File: src/rtl/fir_pkg.sv
// Shared definitions for the FIR front end: tap count, filter latency and
// the feeder state encoding.
package fir_pkg;

  localparam int FIR_TAPS     = 8;
  localparam int FIR_PIPE_LAT = 4;

  typedef enum logic [1:0] {
    FILL  = 2'd0,
    RUN   = 2'd1,
    FLUSH = 2'd2
  } feed_state_t;

endpackage

File: src/rtl/fir_valid_pipe.sv
// Valid-strobe delay line of configurable depth with synchronous clear and
// an "empty" flag covering every stage.
module fir_valid_pipe #(
  parameter int DEPTH = 4
) (
  input  logic clk,
  input  logic rst_n,
  input  logic i_clr,
  input  logic i_valid,
  output logic o_valid,
  output logic o_empty
);

  logic [DEPTH-1:0] r_stage;

  always_ff @(posedge clk or negedge rst_n) begin
    if (!rst_n) begin
      r_stage <= '0;
    end else if (i_clr) begin
      r_stage <= '0;
    end else begin
      r_stage <= {r_stage[DEPTH-2:0], i_valid};
    end
  end

  assign o_valid = r_stage[DEPTH-1];
  assign o_empty = ~|r_stage;

endmodule

File: src/rtl/fir_sample_feeder.sv
// Sliding-window sample feeder and shadow/commit coefficient bank for the
// 8-tap fir_filter. Define FIR_FEEDER_FLUSH_EN to include the flush drain.
module fir_sample_feeder
  import fir_pkg::*;
#(
  parameter int bit_width = 16
) (
  input  logic                        clk,
  input  logic                        rst_n,
  input  logic                        s_valid,
  output logic                        s_ready,
  input  logic signed [bit_width-1:0] s_data,
  input  logic                        coeff_we,
  input  logic [2:0]                  coeff_addr,
  input  logic signed [bit_width-1:0] coeff_wdata,
  input  logic                        coeff_commit,
  output logic                        coeff_pending,
  input  logic                        flush,
  output logic signed [bit_width-1:0] x0,
  output logic signed [bit_width-1:0] x1,
  output logic signed [bit_width-1:0] x2,
  output logic signed [bit_width-1:0] x3,
  output logic signed [bit_width-1:0] x4,
  output logic signed [bit_width-1:0] x5,
  output logic signed [bit_width-1:0] x6,
  output logic signed [bit_width-1:0] x7,
  output logic signed [bit_width-1:0] coeff0,
  output logic signed [bit_width-1:0] coeff1,
  output logic signed [bit_width-1:0] coeff2,
  output logic signed [bit_width-1:0] coeff3,
  output logic signed [bit_width-1:0] coeff4,
  output logic signed [bit_width-1:0] coeff5,
  output logic signed [bit_width-1:0] coeff6,
  output logic signed [bit_width-1:0] coeff7,
  output logic                        win_valid,
  output logic                        y_valid
);

  feed_state_t r_state, w_state_next;
  logic [3:0]  r_count, w_count_next;
  logic [3:0]  r_pre, w_pre_next;
  logic [2:0]  r_post, w_post_next;
  logic        r_clr, w_clr_next;
  logic        r_win_valid, w_win_next;
  logic        r_pending;
  logic        w_accept, w_shift, w_zero_in, w_copy, w_pipe_empty, w_flush_req;
  logic [3:0]  w_cnt_acc;

  logic signed [bit_width-1:0] r_x         [FIR_TAPS];
  logic signed [bit_width-1:0] w_tap_in    [FIR_TAPS];
  logic signed [bit_width-1:0] r_shadow    [FIR_TAPS];
  logic signed [bit_width-1:0] w_shadow_wr [FIR_TAPS];
  logic signed [bit_width-1:0] r_coeff     [FIR_TAPS];

`ifdef FIR_FEEDER_FLUSH_EN
  assign w_flush_req = flush;
`else
  logic w_unused_flush;
  assign w_flush_req    = 1'b0;
  assign w_unused_flush = flush;
`endif

  assign s_ready   = (r_state != FLUSH) && !r_pending;
  assign w_accept  = s_valid && s_ready;
  assign w_cnt_acc = r_count + {3'd0, w_accept};
  // Copy only once nothing computed with the old coefficients is in flight.
  assign w_copy    = r_pending && w_pipe_empty && !r_win_valid;

  always_comb begin
    w_state_next = r_state;
    w_count_next = r_count;
    w_pre_next   = r_pre;
    w_post_next  = r_post;
    w_clr_next   = 1'b0;
    w_win_next   = 1'b0;
    w_shift      = 1'b0;
    w_zero_in    = 1'b0;
    case (r_state)
      FILL: begin
        if (w_accept) begin
          w_shift      = 1'b1;
          w_count_next = w_cnt_acc;
          if (r_count == 4'd7) begin
            w_state_next = RUN;
            w_win_next   = 1'b1;
          end
        end
        // Silent pre-shifts bring the oldest real sample to x7 first.
        if (w_flush_req && (w_cnt_acc != 4'd0)) begin
          w_state_next = FLUSH;
          w_pre_next   = w_cnt_acc[3] ? 4'd0 : (4'd8 - w_cnt_acc);
          w_post_next  = 3'd7;
        end
      end
      RUN: begin
        if (w_accept) begin
          w_shift    = 1'b1;
          w_win_next = 1'b1;
        end
        if (w_flush_req) begin
          w_state_next = FLUSH;
          w_pre_next   = 4'd0;
          w_post_next  = 3'd7;
        end
      end
`ifdef FIR_FEEDER_FLUSH_EN
      FLUSH: begin
        if (!r_pending) begin
          w_shift   = 1'b1;
          w_zero_in = 1'b1;
          if (r_pre != 4'd0) begin
            w_pre_next = r_pre - 4'd1;
          end else begin
            w_win_next  = 1'b1;
            w_post_next = r_post - 3'd1;
            if (r_post == 3'd1) begin
              w_state_next = FILL;
              w_count_next = 4'd0;
              w_clr_next   = 1'b1;
            end
          end
        end
      end
`endif
      default: w_state_next = FILL;
    endcase
  end

  always_ff @(posedge clk or negedge rst_n) begin
    if (!rst_n) begin
      r_state     <= FILL;
      r_count     <= 4'd0;
      r_pre       <= 4'd0;
      r_post      <= 3'd0;
      r_clr       <= 1'b0;
      r_win_valid <= 1'b0;
    end else begin
      r_state     <= w_state_next;
      r_count     <= w_count_next;
      r_pre       <= w_pre_next;
      r_post      <= w_post_next;
      r_clr       <= w_clr_next;
      r_win_valid <= w_win_next;
    end
  end

  genvar gi;
  assign w_tap_in[0] = w_zero_in ? '0 : s_data;
  generate
    for (gi = 1; gi < FIR_TAPS; gi++) begin : g_tap
      assign w_tap_in[gi] = r_x[gi-1];
    end
  endgenerate

  // The clear after a flush still lets a same-cycle sample land in x0.
  always_ff @(posedge clk or negedge rst_n) begin
    if (!rst_n) begin
      for (int i = 0; i < FIR_TAPS; i++) r_x[i] <= '0;
    end else if (r_clr) begin
      for (int i = 1; i < FIR_TAPS; i++) r_x[i] <= '0;
      r_x[0] <= w_accept ? s_data : '0;
    end else if (w_shift) begin
      for (int i = 0; i < FIR_TAPS; i++) r_x[i] <= w_tap_in[i];
    end
  end

  always_comb begin
    for (int i = 0; i < FIR_TAPS; i++) w_shadow_wr[i] = r_shadow[i];
    if (coeff_we) w_shadow_wr[coeff_addr] = coeff_wdata;
  end

  always_ff @(posedge clk or negedge rst_n) begin
    if (!rst_n) begin
      for (int i = 0; i < FIR_TAPS; i++) begin
        r_shadow[i] <= '0;
        r_coeff[i]  <= '0;
      end
      r_pending <= 1'b0;
    end else begin
      for (int i = 0; i < FIR_TAPS; i++) begin
        r_shadow[i] <= w_shadow_wr[i];
        if (w_copy) r_coeff[i] <= w_shadow_wr[i];
      end
      r_pending <= coeff_commit || (r_pending && !w_copy);
    end
  end

  fir_valid_pipe #(
    .DEPTH (FIR_PIPE_LAT)
  ) u_vpipe (
    .clk     (clk),
    .rst_n   (rst_n),
    .i_clr   (1'b0),
    .i_valid (r_win_valid),
    .o_valid (y_valid),
    .o_empty (w_pipe_empty)
  );

  assign win_valid     = r_win_valid;
  assign coeff_pending = r_pending;

  assign x0 = r_x[0];
  assign x1 = r_x[1];
  assign x2 = r_x[2];
  assign x3 = r_x[3];
  assign x4 = r_x[4];
  assign x5 = r_x[5];
  assign x6 = r_x[6];
  assign x7 = r_x[7];

  assign coeff0 = r_coeff[0];
  assign coeff1 = r_coeff[1];
  assign coeff2 = r_coeff[2];
  assign coeff3 = r_coeff[3];
  assign coeff4 = r_coeff[4];
  assign coeff5 = r_coeff[5];
  assign coeff6 = r_coeff[6];
  assign coeff7 = r_coeff[7];

endmodule

File: config.mk
export PLATFORM = sky130hd
export DESIGN_NAME = fir_sample_feeder
export DESIGN_NICKNAME = d
export VERILOG_FILES = /design/src/rtl/fir_pkg.sv /design/src/rtl/fir_valid_pipe.sv /design/src/rtl/fir_sample_feeder.sv
export SDC_FILE = /design/constraint.sdc
export NUM_CORES = 1
export LEC_CHECK = 0
export CAP_MARGIN = 0
export CORE_MARGIN = 8
export CORE_UTILIZATION = 40
export DETAILED_ROUTE_END_ITERATION = 10
export MAX_ROUTING_LAYER = met4
export PLACE_DENSITY = 0.7
export SYNTH_ARGS = -nofsm -noshare
export SYNTH_HDL_FRONTEND = slang
export SYNTH_HIERARCHICAL = 1
export SYNTH_SLANG_ARGS = --single-unit
File: constraint.sdc
create_clock -name clk -period 5.9 [get_ports clk]
set_clock_uncertainty 0.1 [all_clocks]
set_input_delay 0.59 -clock clk [delete_from_list [all_inputs] [get_ports clk]]
set_output_delay 0.59 -clock clk [all_outputs]
set_load 0.01 [all_outputs]
-- Word-level counts from Yosys, hierarchy flattened
Cells that the tools add are included.
Widths: inputs -> output; s select.
- add/sub/neg operators: 1
- $lt $le $gt $ge: 2
- equality and inequality tests: 5
- muxes and demuxes: 12
- bitwise operators: 2
- reductions and logical operators: 16
- operator list (cell ; count):
    $bwmux 128 ; 1
    $mux 128 ; 1
    $demux 16 s3 ; 1
    $mux 16 ; 1
    $logic_and 1x1->1 ; 6
    $ne 2x2->1 const B ; 3
    $add 4x1->4 ; 1
    $eq 4x3->1 const B ; 1
    $ge 4x4->1 const B ; 1
    $logic_not 1->1 ; 4
    $lt 4x1->1 const B ; 1
    $mux 1 ; 4
    $mux 2 ; 2
    $not 3->4 ; 1
    $pmux 2 s2 ; 1
    $reduce_or 4->1 ; 1
    $reduce_and 3->1 ; 1
    $eq 2x1->1 const B ; 1
    $logic_not 2->1 ; 1
    $pmux 1 s2 ; 1
    $reduce_and 2->1 ; 1
    $reduce_or 2->1 ; 1
    $logic_or 1x1->1 ; 1
    $not 1->1 ; 1
- register bits: 396
- output and inout bits: 260

-- Logic depth before layout (Yosys ltp)
Gate-level depths: netlist (run 1).
- depth after elaboration: 7
- depth in mapped cells: 9
- gate-level depth less buffers: 7

-- Cells and area by module
Netlist (run 1), hierarchy kept.
- by module, submodules not included (module ; instances ; cells an instance ; area each (um^2)):
    fir_sample_feeder ; 1 ; 845 ; 14795.4
    fir_valid_pipe ; 1 ; 9 ; 137.6

-- Least setup slack after synthesis (run 1)
No wires, ideal clock.
- path type: input to register
- from: input port coeff_addr[2]
- to: register r_coeff (netlist bit coeff0[11])
- setup time: 125 ps
- arrival: 1945 ps
- required time: 5675 ps
- setup slack: 3730 ps
- stages on the path: 5
- path through: buf_6 nor4b_4 buf_6 mux2_2 mux2_2
- RTL lines (what ; line ; source):
    from (decl) ; fir_sample_feeder.sv:14 ; input logic [2:0] coeff_addr,
    to (signal, indexed assignment) ; fir_sample_feeder.sv:182 ; if (w_copy) r_coeff[i] <= w_shadow_wr[i];
    to (decl) ; fir_sample_feeder.sv:53 ; logic signed [bit_width-1:0] r_coeff [FIR_TAPS];

-- Worst setup path after layout (run 1)
- from: register r_pending, in the netlist coeff_pending
- to: register r_coeff (netlist bit coeff7[3])
- longest elaborated chain between the ends: 2
- RTL lines (what ; line ; source):
    from (decl) ; fir_sample_feeder.sv:45 ; logic r_pending;
    from (signal assigned) ; fir_sample_feeder.sv:184 ; r_pending <= coeff_commit || (r_pending && !w_copy);
    $logic_and 1x1->1 (2 in series) ; fir_sample_feeder.sv:67 ; assign w_copy = r_pending && w_pipe_empty && !r_win_valid;
No other way between the ends.
A chain may end at the register's enable or synchronous reset.

==> results.cfg, run 1 <==
[drt]
wire_per_inst_um = 21.3
wl_mm = 35.5
drt_iter0_drc = 309
drt_pass1_iterations = 4
viasPerCell = 4.91
drc = 0
drtAntennaViolNets = 0
vias = 8203

[cts]
htreeDepth = 2
cts.sinks = 395
clockRootBuffer = clkbuf_16
cts_tree = built
clk_latency_ps = 540
cts.clk_slew.worst_paths_ps = 60
cts_resized = 0
numCtsBuffers = 43
postCtsSetupRepairBufs = 0
clockBufferDepth = 3

[yosys]
syn_area_per_cell_um2 = 17.5
synthCells = 854
synth_edf_count = 0
yosys-top-cells-area = dfrtp_1 66%, mux2_2 27%, mux2_4 3.0%, buf_2 0.64%, buf_6 0.53%
syn_area_um2 = 14900
synth_commonest_cells = 395 x dfrtp_1, 355 x mux2_2, 30 x mux2_4
async_reset_ff_frac = 1.00
seq_area_frac_synth = 0.662
yosys.area.top_type_share = 0.662
yosysTopAreaCell = dfrtp_1
yosysWarnings = 6
synth.most_common_cell = dfrtp_1
synth_cell_types = 28
ys.flop_type = dfrtp_1
ys_ff_latch = 395

[power_and_ir_drop]
pwr_density_cell_nw_per_um2 = 524
total_power_uw = 10400
leakage_uw = 0.00856
irDropWorstVdd_v = 0.000328

[floorplan]
die_h_um = 209
start_util = 0.407
dieArea_um2 = 43800
ios = 301
num_rows = 70
core_area_um2 = 36700
die_x_um = 209

[global_route]
grt_max_degree = 178
grtUsageTotal = 0.168
grt_pass1_wl_mm = 55.8
grt_pass1_vias = 9318
grt-ovfl-total = 0
antenna_found_initial = 0

[sta]
hold_ws_ps = 375
rsz0062_at_grt = false
fin_crit_sh = 0.479
worstMarginPinSlew_ps = 1070
tns_ps = 0
finalMaxSlewViolations = 0
finalSetupViolCount = 0
period_needed_ps = 2830
hold_violations = 0
max_freq_mhz = 354
relSlewSlack = 0.287

[place]
port_buffers = 299
detailed_place_hpwl_mm = 23.9
place_inst = 1591
gp_routability_congestion = 0.755

[finish]
fillers = 2991
fin_cells = 1669
layout-drive-gt1-share = 0.392
syn2layout_area_growth_pct = 32.5
postLayoutCoreUtil = 0.539
fin_nets = 1212
antennaDiodeCount = 0

[run_status]
status = complete, no violations

[worst_setup_path]
cp-startpoint = coeff_pending$_DFF_PN0_
cp.arrival_ps = 3150
path_class = flip-flop to flip-flop
cp.required_ps = 6220
crit_fanout = 76
crit_path_end_kind = flip-flop
timing.rr.start = coeff_pending$_DFF_PN0_
reg2regPathDepth = 4
start_kind = flip-flop

[min_path]
whs_path_depth = 1
min_from = r_count[3]$_DFFE_PN0P_
hp-class = flip-flop to flip-flop

[job]
cap_violations = 0
[flip-flops by register name, indices dropped and copies added (netlist names)]
signal and cells:
r_shadow 128, coeff0 16, coeff1 16, coeff2 16, coeff3 16, coeff4 16
coeff5 16, coeff6 16, coeff7 16, x0 16, x1 16, x2 16
x3 16, x4 16, x5 16, x6 16, x7 16, r_count 4
u_vpipe/r_stage 4, coeff_pending 1, r_state 1, win_valid 1
[cell usage in the layout (no fill, tap or decap), types with 4 or more instances in the layout]
master | netlist | layout
buf_4 | 2 | 8
clkbuf_1 | 4 | 9
clkbuf_16 | 0 | 45
clkbuf_8 | 0 | 15
clkdlybuf4s50_1 | 0 | 298
clkinv_2 | 0 | 5
conb_1 | 1 | 4
dfrtp_1 | 395 | 395
mux2_2 | 355 | 355
mux2_4 | 30 | 30
nor2b_1 | 4 | 4
[per-layer routing]
layer / track usage / vias to the layer above / share of wire
li1: - / 3675 / -
met1: 0.204 / 4215 / 0.43
met2: 0.255 / 258 / 0.45
met3: 0.0699 / 55 / 0.098
met4: 0.0510 / 0 / 0.020
met5: - / - / 0
[repair_timing]
action                                  in CTS  in global routing
hold buffers                                 1                  0
hold endpoints to repair                    48                  0
endpoints found under the setup margin       0                  0
[logic make-up after synthesis]
logic type      Yosys count  synth area share
flops                   395             0.662
mux                     386             0.299
buf+inv                  46            0.0204
simple gates             19            0.0147
compound gates            3           0.00117
fa+ha+maj                 2           0.00168
xor+xnor                  2           0.00117
other cells               1          0.000251
[stage by stage]
stage                     cell area [um^2]  setup slack, ps
after floorplan                      14900             3730
after global placement               18300             2830
after detailed placement             18300             2750
after CTS                            19800             3040
after global routing                 19800             2940
final                                19800             3070
[worst paths after layout]
path	endpoint	slack (ps)
worst min-delay path	r_count[3]$_DFFE_PN0P_	380
max in group asynchronous	x3[13]$_DFFE_PN0P_	3960
min in group asynchronous	coeff6[0]$_DFFE_PN0P_	440
worst max-delay path	coeff7[3]$_DFFE_PN0P_	3070
worst min register to register	r_count[3]$_DFFE_PN0P_	380
worst max register to register	coeff7[3]$_DFFE_PN0P_	3070
[report_power, final]
group	leakage, uW	internal [uW]	switching [uW]	total, uW
clock	0.000715	1630	1040	2670
sequential	0.00478	3680	575	4250
combinational	0.00307	2110	1330	3440
total	0.00856	7410	2950	10400
[critical path, stage by stage, from the launching register on]
cell      delay [ps]
dfrtp_1          420
nand3b_1         100
buf_4            800
buf_4            760
mux2_2           420
[final cells by class]
type / instances / area [um^2] / share of cell area
flip-flops and latches: 395 / 9880 / 0.500
multi-input cells: 416 / 4750 / 0.240
repair buffers: 310 / 3110 / 0.157
clock buffers: 69 / 1370 / 0.0691
well taps: 468 / 586 / 0.0296
clock inverters: 8 / 72.6 / 0.00367
inverters: 3 / 13.8 / 0.000696
(Power assumes the default switching activity.)
==> inputs of run 2 (changes only) <==
- clock period: 5.9 -> 2.65 ns (I/O delays scaled with it)
==> run 2 against run 1 <==
  * Flip-flop and latch count did not move
  * Wire length rose by 2.0%
  * Critical path depth fell by 2
  * Worst hold slack got worse by 180 ps
  * Largest cell class unchanged
==> results.cfg, run 2 (synthesis results as in run 1) <==
[cts]
numCtsBuffers = 42
clk_latency_ps = 540
htreeDepth = 2
cts.clk_slew.worst_paths_ps = 60
clockBufferDepth = 3
postCtsSetupRepairBufs = 0
cts.sinks = 395
clockRootBuffer = clkbuf_16
cts_tree = built

[drt]
drc = 0
viasPerCell = 4.93
wire_per_inst_um = 21.5
drt_pass1_iterations = 4
wl_mm = 36.2
vias = 8318
drt_iter0_drc = 241
drtAntennaViolNets = 0

[min_path]
min_from = coeff_commit
hp-class = input port to flip-flop

[place]
port_buffers = 299
gp_routability_congestion = 0.746
place_inst = 1608
detailed_place_hpwl_mm = 25.2

[worst_setup_path]
cp-startpoint = coeff_pending$_DFF_PN0_
path_class = flip-flop to output port
slowest_delay_ps = 550
crit_path_end_kind = output port
cp.arrival_ps = 1610
crit_family = buffers and inverters
cp.required_ps = 2290
timing.critical_path.buf_inv = 2
reg2regPathDepth = 4
crit_cells = 2
timing.rr.start = u_vpipe/r_stage[0]$_DFF_PN0_
crit_fanout = 5
cp-endpoint = s_ready
start_kind = flip-flop
critPathSlowestCell = clkdlybuf4s50_1
rr_endpoint = coeff0[7]$_DFFE_PN0P_
r2r_slack_ps = 910
path_cells = inv_1 > clkdlybuf4s50_1

[sta]
fin_crit_sh = 0.745
relSlewSlack = 0.482
max_freq_mhz = 506
tns_ps = 0
rsz0062_at_grt = false
finalSetupViolCount = 0
hold_violations = 0
finalMaxSlewViolations = 0
period_needed_ps = 1970
worstMarginPinSlew_ps = 777

[global_route]
grt_max_degree = 92
grt_pass1_wl_mm = 56.8
grtUsageTotal = 0.171
grt_pass1_vias = 9512
grt-ovfl-total = 0
antenna_found_initial = 0

[floorplan]
die_x_um = 209
start_util = 0.407
num_rows = 70
core_area_um2 = 36700
dieArea_um2 = 43800
die_h_um = 209
ios = 301

[finish]
antennaDiodeCount = 0
syn2layout_area_growth_pct = 34.9
fin_nets = 1228
final_common_cell = dfrtp_1
regMostFlops = r_shadow
final_cell_mix = 395 x dfrtp_1, 355 x mux2_2, 298 x clkdlybuf4s50_1
largest_reg_flops = 128
ff_latch_area_um2 = 9880
postLayoutCoreUtil = 0.549
multi_input_area_um2 = 4750
fin_cells = 1687
layout-drive-gt1-share = 0.402
fillers = 2925

[power_and_ir_drop]
leakage_uw = 0.00873
pwr_density_cell_nw_per_um2 = 1170
irDropWorstVdd_v = 0.000808

[job]
cap_violations = 0

[run_status]
status = complete, no violations
-- run 2: layout make-up --
class	count	share of cell area
Inverter	3	0.000683
Multi-Input combinational cell	416	0.236
Timing Repair Buffer	327	0.167
Clock buffer	62	0.0636
Tap cell	468	0.0291
Sequential cell	395	0.491
Clock inverter	16	0.0130
-- run 2: metal layers --
layer,vias up,track usage,part of all wire
li1,3684,-,-
met1,4334,0.207,0.43
met2,256,0.260,0.46
met3,44,0.0711,0.096
met4,0,0.0527,0.017
met5,-,-,0
-- run 2: power breakdown --
| group | total (uW) | switching [uW] | internal [uW] |
|---|---|---|---|
| Combinational | 7680 | 2950 | 4730 |
| Sequential | 9540 | 1360 | 8190 |
| Clock | 6380 | 2350 | 4030 |
| Total | 23600 | 6660 | 17000 |
-- run 2: repair_timing --
action,4_1_cts,5_1_grt
hold buffers,1,0
resized for setup,0,0
hold endpoints to repair,78,0
-- run 2: worst min-delay path by stage --
| stage | depth (start not counted) | to |
|---|---|---|
| after floorplan | 0 | coeff0[0]$_DFFE_PN0P_ |
| after global placement | 1 | r_shadow[111]$_DFF_PN0_ |
| after detailed placement | 1 | r_shadow[111]$_DFF_PN0_ |
| after CTS | 2 | coeff_pending$_DFF_PN0_ |
| after global routing | 2 | coeff_pending$_DFF_PN0_ |
| final | 2 | coeff_pending$_DFF_PN0_ |
-- run 2: per-stage QoR --
step	setup WS (ps)	cell area [um^2]	hold WS [ps]	total power, uW
5_1_grt	604	20100	176	24800
2_1_floorplan	637	14900	-131	12500
6_report	675	20100	192	23600
3_3_place_gp	230	18600	266	17200
3_5_place_dp	141	18600	277	17400
4_1_cts	620	20100	156	24000
==> inputs of run 3 (changes only) <==
- clock period: 2.65 -> 2 ns (I/O delays scaled with it)
==> run 3 against run 2 <==
  * Wire length shrank 1.2%
  * Worst setup slack got worse by 570 ps
  * Critical path depth rose by 1
  * Non-clock buffer count grew 8
  * Flip-flop and latch count did not move
  * Cell count increased by 0.24%
  * Combinational power increased by 32%
  * Count of clock-buffer cells in the layout unchanged
  * Final area about the same
  * Core utilization barely moved
  * Total power is 30% higher
  * Critical endpoint is now coeff4[13]$_DFFE_PN0P_
  * Largest cell class unchanged
  * Highest routed layer unchanged
==> results.cfg, run 3 (synthesis results as in run 1) <==
[worst_setup_path]
path_class = flip-flop to flip-flop
crit_fanout = 129
cp.required_ps = 2310
cp.arrival_ps = 2200
crit_path_end_kind = flip-flop
start_kind = flip-flop

[sta]
hold_ws_ps = 102
fin_crit_sh = 0.948
postLayoutSetupSlackWorst_ps = 104
period_needed_ps = 1900
finalMaxSlewViolations = 0
hold_violations = 0
max_freq_mhz = 527
relSlewSlack = 0.469
rsz0062_at_grt = false
finalSetupViolCount = 0
worstMarginPinSlew_ps = 797

[drt]
wire_per_inst_um = 21.2
drt_iter0_drc = 344
vias = 8284
drc = 0
wl_mm = 35.8
drt_pass1_iterations = 4
drtAntennaViolNets = 0
viasPerCell = 4.90

[floorplan]
num_rows = 70
dieArea_um2 = 43800
die_h_um = 209
ios = 301
die_x_um = 209
core_area_um2 = 36700
start_util = 0.407

[cts]
cts.sinks = 395
cts_hold_buffers = 1
clockBufferDepth = 3
clockRootBuffer = clkbuf_16
postCtsSetupRepairBufs = 0
cts_tree = built
htreeDepth = 2
clk_latency_ps = 530
cts_resized = 0
cts.clk_slew.worst_paths_ps = 60
numCtsBuffers = 42

[power_and_ir_drop]
pwr_density_cell_nw_per_um2 = 1530
leakage_uw = 0.00874
total_power_uw = 30800
p_switching_uw = 8680
internal-power_uw = 22100
swShare = 0.282
pwr-share-seq = 0.411
p_clk_frac = 0.259
irDropWorstVdd_v = 0.00111
comb_power_share = 0.330

[place]
port_buffers = 299
detailed_place_hpwl_mm = 24.7
dp_slack_ps = -256
gp_routability_congestion = 0.774

[finish]
antennaDiodeCount = 0
fin_nets = 1236
layout-drive-gt1-share = 0.405
ff_latch_area_um2 = 9880
fillers = 2980
final_common_cell = dfrtp_1
largest_reg_flops = 128
regMostFlops = r_shadow
syn2layout_area_growth_pct = 34.8
multi_input_area_um2 = 4750
final_cell_mix = 395 x dfrtp_1, 355 x mux2_2, 298 x clkdlybuf4s50_1

[min_path]
hp-class = input port to async pin

[global_route]
antenna_found_initial = 0
grtUsageTotal = 0.169
grt_max_degree = 130
grt_pass1_vias = 9364
grt_pass1_wl_mm = 56.5
grt-ovfl-total = 0

[job]
cap_violations = 0

[run_status]
status = complete, no violations
run 3: changes by cell type in the layout (fill, tap and decap cells not counted), sizes merged:
cell      before  now
buf           28   36
clkinvlp       1    0
bufinv         7    4
run 3: power by group through the flow:
stage               Clock [uW]  Sequential [uW]  Combinational, uW
finish                    7970            12600              10100
global route              8550            13000              10800
CTS                       8230            12700              10300
detailed placement           0            12800              10200
global placement             0            12700              10100
floorplan                    0            13300               3210
run 3: per-layer routing:
metal	vias up	share of wire	GRT usage
li1	3708	-	-
met4	0	0.017	0.0360
met5	-	0	-
met2	261	0.45	0.255
met3	46	0.10	0.0696
met1	4269	0.43	0.213
run 3: worst paths after layout:
check                           slack (ps)                       to                     from  cells past startpoint
worst max-delay path                   100   coeff4[13]$_DFFE_PN0P_  coeff_pending$_DFF_PN0_                      3
worst min-delay path                   100   coeff1[15]$_DFFE_PN0P_                    rst_n                      2
worst max register to register         100   coeff4[13]$_DFFE_PN0P_  coeff_pending$_DFF_PN0_                      3
worst min register to register         380   r_count[3]$_DFFE_PN0P_   r_count[3]$_DFFE_PN0P_                      1
max in group asynchronous              920    coeff3[3]$_DFFE_PN0P_                    rst_n                      3
min in group clk                       140  coeff_pending$_DFF_PN0_             coeff_commit                      2
run 3: worst max-delay path, cell delays in order (launching register included):
cell and delay (ps):
dfrtp_1 430, nand3b_1 160, buf_12 540, mux2_2 420
run 3: final cells by class:
| class | instances | area share |
|---|---|---|
| Tap cell | 468 | 0.0291 |
| Timing Repair Buffer | 335 | 0.171 |
| Sequential cell | 395 | 0.491 |
| Clock buffer | 62 | 0.0641 |
| Multi-Input combinational cell | 416 | 0.236 |
| Clock inverter | 12 | 0.00795 |
| Inverter | 3 | 0.000684 |
run 3: metrics by stage:
stage	area [um^2]	cells	TNS, ps	util
3_5_place_dp	18700	1616	-22010	0.509
6_report	20100	1691	0	0.549
4_1_cts	20100	1691	0	0.549
5_1_grt	20100	1691	0	0.549
3_3_place_gp	18700	1616	-18670	0.509
2_1_floorplan	14900	857	0	-
